--- config.mk ---
export PLATFORM = sky130hd
export DESIGN_NAME = mem_rw_seq
export DESIGN_NICKNAME = d
export VERILOG_FILES = /design/src/rtl/mem_rw_seq.sv
export SDC_FILE = /design/constraint.sdc
export NUM_CORES = 1
export LEC_CHECK = 0
export BUFFER_PORTS_ARGS = -buffer_cell sky130_fd_sc_hd__buf_2
export CORE_MARGIN = 3
export CORE_UTILIZATION = 41
export DETAILED_ROUTE_END_ITERATION = 8
export GPL_TIMING_DRIVEN = 0
export PLACE_DENSITY = 0.67
export RECOVER_POWER = 25
export SLEW_MARGIN = 20
export SYNTH_ARGS = -nofsm -noshare
export SYNTH_HDL_FRONTEND = slang
export SYNTH_SLANG_ARGS = --single-unit
--- constraint.sdc ---
create_clock -name clk -period 3.55 [get_ports clk]
set_input_delay 0.355 -clock clk [delete_from_list [all_inputs] [get_ports clk]]
set_output_delay 0.355 -clock clk [all_outputs]
set_load 0.1 [all_outputs]
--- src/rtl/mem_rw_seq.sv ---
// mem_rw_seq: block-memory write/read sequencer.
// A debounced button press fills a single-port synchronous RAM with
// pat(a) = PAT_BASE + a*PAT_STEP. The RAM is then read back in a loop, and
// each word is shown on led for HOLD_CYC cycles. Another press stops the loop.
//
// Ports:
//   clk, rst     clock, asynchronous active-high reset
//   button       raw asynchronous push-button
//   ena, wea     RAM enable / write enable
//   addra, dina  RAM address / write data
//   douta        RAM read data, valid RD_LAT cycles after the address
//   led          last captured read-back word
//   busy         high in every state except IDLE
//   err          sticky read-back mismatch flag
//
// Optional feature: define MEM_RW_VERIFY_EN to compare each captured word
// against pat(a). Without it, err is tied to 0.
module mem_rw_seq #(
  parameter int unsigned DATA_W   = 16,
  parameter int unsigned ADDR_W   = 4,
  parameter int unsigned RD_LAT   = 1,
  parameter int unsigned DEB_CYC  = 200000,
  parameter int unsigned HOLD_CYC = 10000000,
  parameter int unsigned PAT_BASE = 1,
  parameter int unsigned PAT_STEP = 3
) (
  input  logic              clk,
  input  logic              rst,
  input  logic              button,
  output logic              ena,
  output logic              wea,
  output logic [ADDR_W-1:0] addra,
  output logic [DATA_W-1:0] dina,
  input  logic [DATA_W-1:0] douta,
  output logic [DATA_W-1:0] led,
  output logic              busy,
  output logic              err
);

  localparam int unsigned DW = $clog2(DEB_CYC + 2);
  localparam int unsigned HW = (HOLD_CYC > 1) ? $clog2(HOLD_CYC) : 1;
  localparam logic [DW-1:0]     DEB_HIT   = DW'(DEB_CYC);
  localparam logic [DW-1:0]     DEB_SAT   = DW'(DEB_CYC + 1);
  localparam logic [HW-1:0]     HOLD_LAST = HW'(HOLD_CYC - 1);
  localparam logic [1:0]        WAIT_LAST = 2'(RD_LAT - 1);
  localparam logic [ADDR_W-1:0] ADDR_LAST = '1;

  typedef enum logic [2:0] {IDLE, WRITE, RD_ADDR, RD_WAIT, HOLD} state_t;

  state_t            state, next;
  logic [1:0]        sync;
  logic [DW-1:0]     deb_cnt;
  logic              press;
  logic [ADDR_W-1:0] a;
  logic [1:0]        wcnt;
  logic [HW-1:0]     hcnt;
  logic [DATA_W-1:0] pat_a;
  logic              capture;

  assign pat_a = DATA_W'(PAT_BASE) + DATA_W'(a) * DATA_W'(PAT_STEP);

  // A press stops the read loop, so the read in flight is not captured.
  assign capture = (state == RD_WAIT) && (wcnt == WAIT_LAST) && !press;

  // The counter stops at DEB_CYC+1. After that, press stays low until the
  // level drops and clears it. The press register is set on the edge after
  // the count reaches DEB_CYC.
  always_ff @(posedge clk or posedge rst) begin
    if (rst) begin
      sync    <= '0;
      deb_cnt <= '0;
      press   <= 1'b0;
    end else begin
      sync <= {sync[0], button};
      if (sync[1]) begin
        if (deb_cnt != DEB_SAT) deb_cnt <= deb_cnt + DW'(1);
        press <= (deb_cnt == DEB_HIT);
      end else begin
        deb_cnt <= '0;
        press   <= 1'b0;
      end
    end
  end

  always_ff @(posedge clk or posedge rst) begin
    if (rst) state <= IDLE;
    else     state <= next;
  end

  always_comb begin
    next = state;
    case (state)
      IDLE:    if (press) next = WRITE;
      WRITE:   if (a == ADDR_LAST) next = RD_ADDR;
      RD_ADDR: next = press ? IDLE : RD_WAIT;
      RD_WAIT: if (press) next = IDLE;
               else if (wcnt == WAIT_LAST) next = HOLD;
      HOLD:    if (press) next = IDLE;
               else if (hcnt == HOLD_LAST) next = RD_ADDR;
      default: next = IDLE;
    endcase
  end

  always_comb begin
    ena   = (state == WRITE) || (state == RD_ADDR) || (state == RD_WAIT);
    wea   = (state == WRITE);
    addra = a;
    dina  = (state == WRITE) ? pat_a : '0;
    busy  = (state != IDLE);
  end

  always_ff @(posedge clk or posedge rst) begin
    if (rst) begin
      a    <= '0;
      wcnt <= '0;
      hcnt <= '0;
      led  <= '0;
    end else begin
      wcnt <= (state == RD_WAIT) ? wcnt + 2'd1 : '0;
      hcnt <= (state == HOLD) ? hcnt + HW'(1) : '0;
      if (state == IDLE && press)
        a <= '0;
      else if (state == WRITE)
        a <= a + ADDR_W'(1);
      else if (state == HOLD && hcnt == HOLD_LAST && !press)
        a <= a + ADDR_W'(1);
      if (capture) led <= douta;
    end
  end

`ifdef MEM_RW_VERIFY_EN
  always_ff @(posedge clk or posedge rst) begin
    if (rst)                             err <= 1'b0;
    else if (capture && douta != pat_a)  err <= 1'b1;
  end
`else
  assign err = 1'b0;
`endif

endmodule

======== Word level (Yosys, flattened, before mapping) ========
Cells that the tools add are included.
word-level totals
  register bits ........................... 70
  latch bits .............................. 0
  RAM bits ................................ 0
  memories ................................ 0
  ROM bits ................................ 0
operators by class
  multiply operators ...................... 1
  add/subtract/negate cells ............... 5
  div/mod/pow operators ................... 0
  $lt $le $gt $ge ......................... 0
  bitwise operators ....................... 0
  muxes and demuxes ....................... 17
  shifts and indexed selects .............. 0
  reduce and logical (&&, ||, !) cells .... 13
  eq/ne operators ......................... 13
operators by type and width
  cell                                                 count
  two-way mux 18 bit                                   2
  adder 24 x 1 -> 24 bit, second input constant        1
  equality test 24 bit, second input constant          1
  two-way mux 24 bit                                   1
  adder 18 x 1 -> 18 bit, second input constant        1
  equality test 18 bit, second input constant          1
  two-way mux 3 bit                                    6
  != test 18 bit, second input constant                1
  case mux 3 bit (5 select lines)                      1
  two-way mux 4 bit                                    3
  adder 1 x 6 -> 7 bit, first input constant           1
  two-way mux 7 bit                                    1
  equality test 3 x 2 -> 1 bit, second input constant  2
  multiplier 4 x 2 -> 6 bit, second input constant     1
  nonzero test 3 bit                                   2
  logical AND 1 bit                                    5
  adder 4 x 1 -> 4 bit, second input constant          1
  equality test 4 bit, second input constant           1
  two-way mux 2 bit                                    2
  != test 2 x 1 -> 1 bit, second input constant        2
  AND reduction 4 bit                                  1
  equality test 3 x 1 -> 1 bit, second input constant  1
  equality test 3 bit, second input constant           1
  zero test 3 bit                                      1
  other kinds (8)                                      9

======== Longest topological paths before layout ========
  depth after elaboration ................. 6
  depth in mapped cells ................... 6
  mapped depth without buffers ............ 6

======== Worst setup path before layout ========
No wires, ideal clock.
  path kind ............................... reg2out
  start point ............................. reg a[0] (netlist: addra[0])
  end point ............................... out dina[4]
  arrival ................................. 3893 ps
  stages on the path, launching flop included .. 6
  slack ................................... -698 ps
  cells stage by stage .................... dfrtp_1 > ha_1 > o21ai_0 > a21oi_1 > nor3_1 > nor3_1
between the ends
  cells in the longest elaborated chain, start to end .. 3
ends and longest elaborated chain
  item                       line  text
  start, declared            54    logic [ADDR_W-1:0] a;
  start signal, assigned     124   a <= a + ADDR_W'(1);
  start signal, assigned     126   a <= a + ADDR_W'(1);
  multiplier 4 x 2 -> 6 bit  60    assign pat_a = DATA_W'(PAT_BASE) + DATA_W'(a) * DATA_W'(PAT_STEP);
  adder 1 x 6 -> 7 bit       60
  two-way mux 7 bit          108   dina = (state == WRITE) ? pat_a : '0;
  end, declared              33    output logic [DATA_W-1:0] dina,
Every way passes these cells.

======== Final worst setup path ========
Same ends and word-level chain as after synthesis.

==> metrics.txt <==
setup TNS=0 ps; Residual DRC=0; post-synthesis register bit count=70; Synth Area in Adders=3.90%; global-route wire length before repair=12.5 mm; Crit Path Category=flop to output port; min setup slack post-route=942 ps; post-synth top area share=47.1%; core area=8760 sq um; commonest non-fill, non-tap cells in the layout=70 x dfrtp_1, 53 x buf_2, 33 x nor2_1, 22 x a21oi_1; critical path required time=roughly 3200 ps; dpl hpwl=5.35 mm; Synth warnings=0; maximum vdd ir drop=0.215 mV; I/O pin cnt=slightly below 60; Final #Nets=477; CTS Buf Count=9; RSZ-0062 raised after global routing=no; area leader, netlist=dfrtp_1; outcome=finished, final reports clean; commonest non-fill, non-tap cell in the layout=dfrtp_1; worst-margin pin slew=1100 ps; post-synthesis mux area share=roughly 5.7%; max-slew violations=0; Critical Path Source Type=flop; main combinational cell family by area after synthesis=simple AND/OR/NAND/NOR gates; grt ovf=0; relative slew slack=approximately a quarter; Routed wire per std cell=13.0 um; Via Count=2920; diode count=0; capture point of the worst reg-to-reg path=led[3]; Hold Startpoint=button; clock buffer depth=2; H-Tree Depth=3; clock sink total=70; Main synth FF type=dfrtp_1; combinational share of power=6.6%; CTS Root Cell=clkbuf_8; Die Span Y=101 um; first-iteration detailed-routing DRC count=120; Cell variety after synth=47; RR Startpoint=state[2]; setup bufs post-CTS=0; gpl congestion=0.813; Cell Chain, Critical Path=ha_1 > o21ai_0 > a21oi_1 > nor3_1 > nor3_2 > buf_2; post-layout min period=around 2600 ps; synth-to-layout area growth=17.7%; R2R Setup Slk=1350 ps; ys async rst share=between 90% and 100%; CTS tree=yes; crit path max-delay cell type=dfrtp_1; number of synthesized flops with an enable pin=0; crit share post-route=73.5%; critical-path maximum fanout=11; Mapped Cells=377; later-pin clock latency in the skew report=330 ps; final setup vio count=0; Seq pwr share=49.9%; drt total wl=7.27 mm; Pleak=just under 2 nW; worst endpoint data arrival time=2250 ps; skew final=12.9 ps; Max Fclk=between 300 and 400 MHz; num rows=34; vias in the first global route=2819; CP peak stage delay=550 ps; cells on worst reg2reg path=5; switch share=23.4%; synthesized area=~3700 sq um; router iterations before antenna repair=4; Tot Pwr=about 0.0016 W; pin count of the biggest net entering global routing=between 40 and 50; DP Worst Slack=1310 ps; Die ar.=~10000 sq um; port bufs=47; power per cell area=369 nW/um^2; Vias/cell=between 5 and 6; Final Hold Viols=0; die width=about 100 um; Hold Crit Endpoint=sync[0]; xor and xnor area share after synthesis=about 5.2%; Int Pwr=around 0.0012 W; switching power=0.000379 W; Initial Util=42.4%; register clock-pin slew on the reported worst setup and hold paths=~80 ps; clock power share=43.6%; post-synthesis compound-gate area fraction=8.55%; fillcell total=approximately 800; Synth Area in Simple Gates=23.6%; antenna-violating nets left=0; hold path depth=1; number of max-cap violations=0; crit end category=output port; Hold Crit Class=primary input to flop; initial antenna violation count=0; syn avg cell area=around 9.9 sq um; register area share after synthesis=around 47%; Area contributors post-synth=dfrtp_1 47%, mux2_2 4.8%, ha_1 3.4%; share of cells above drive strength 1=around a quarter; worst hold slack=approximately 120 ps; total track usage=14.8%
-- cells by family (layout without fill, tap and decap cells) --
family                   Yosys count  in the layout
AND/OR/NAND/NOR                  154            154
AO/OA/AOI/OAI                     54             54
other                              1             11
adder cells (fa/ha/maj)           11             11
multiplexers                      19             19
buffers and inverters             46            110
flip-flops                        70             70
XOR/XNOR                          22             22
-- power by group through the flow --
| stage | Combinational [W] | Sequential (W) | Clock [W] |
|---|---|---|---|
| 2_1_floorplan | 0.0000878 | 0.000820 | 0 |
| 3_3_place_gp | 0.000104 | 0.000821 | 0 |
| 3_5_place_dp | 0.000110 | 0.000821 | 0 |
| 4_1_cts | 0.000111 | 0.000805 | 0.000727 |
| 5_1_grt | 0.000116 | 0.000806 | 0.000757 |
| 6_report | 0.000106 | 0.000806 | 0.000704 |
-- per-stage QoR --
step / utilization, % / cell area, sq um / cells
2_1_floorplan: - / 3770 / 387
6_report: 50.0 / 4380 / 559
3_5_place_dp: 47.6 / 4170 / 543
4_1_cts: 50.2 / 4400 / 559
3_3_place_gp: 47.2 / 4140 / 542
5_1_grt: 50.0 / 4380 / 559
-- synthesized netlist by cell type (all sizes together) (4+ instances only) --
master	n
a21oi	23
and3	6
and4	5
buf	17
clkbuf	6
dfrtp	70
ha	10
inv	22
mux2	16
nand2	16
nand3	22
nand4	13
nor2	33
nor3	16
nor4	8
nor4b	4
o21ai	17
or3	12
or4	4
xnor2	14
xor2	8
-- sequential cells by signal, indices dropped and copies added (netlist names) --
| signal | cells |
|---|---|
| press | 1 |
| led | 16 |
| hcnt | 24 |
| state | 3 |
| sync | 2 |
| wcnt | 2 |
| addra | 4 |
| deb_cnt | 18 |
-- critical path, delay by kind of cell, from the launching register on --
family,cells,cell delay (ps)
adders and majority gates,1,340
DFF,1,550
buffers and inverters,1,440
and+or+nand+nor,2,230
AOI/OAI and AO/OA,2,350
-- routing by layer --
layer	GRT usage, %	wire [um]	share of wire (%)
met5	0	0	0
met4	3.78	42	0.58
met3	4.13	292	4.0
met2	24.4	3560	49
met1	19.3	3380	46
-- worst max-delay path by stage --
| stage | from | end | depth (start not counted) |
|---|---|---|---|
| CTS | addra[0] | dina[4] | 6 |
| detailed placement | addra[0] | dina[4] | 6 |
| floorplan | addra[0] | dina[4] | 5 |
| global placement | rst | hcnt[18] | 2 |
| finish | addra[0] | dina[4] | 6 |
| global route | rst | hcnt[12] | 4 |
-- area by class of cell --
| class | instances | area [sq um] | area share, % |
|---|---|---|---|
| buffer | 23 | 135 | 3.09 |
| clock buffer | 10 | 138 | 3.14 |
| clock inverter | 5 | 83.8 | 1.91 |
| inverter | 23 | 87.6 | 2.00 |
| multi-input combinational | 271 | 1800 | 41.0 |
| sequential | 70 | 1750 | 40.0 |
| tap | 108 | 135 | 3.09 |
| timing repair buffer | 49 | 250 | 5.72 |
-- what timing repair did --
item	CTS	global route
hold endpoints to repair	24	0
gates resized for setup	0	0
hold buffers	1	0
(Power assumes the default switching activity.)
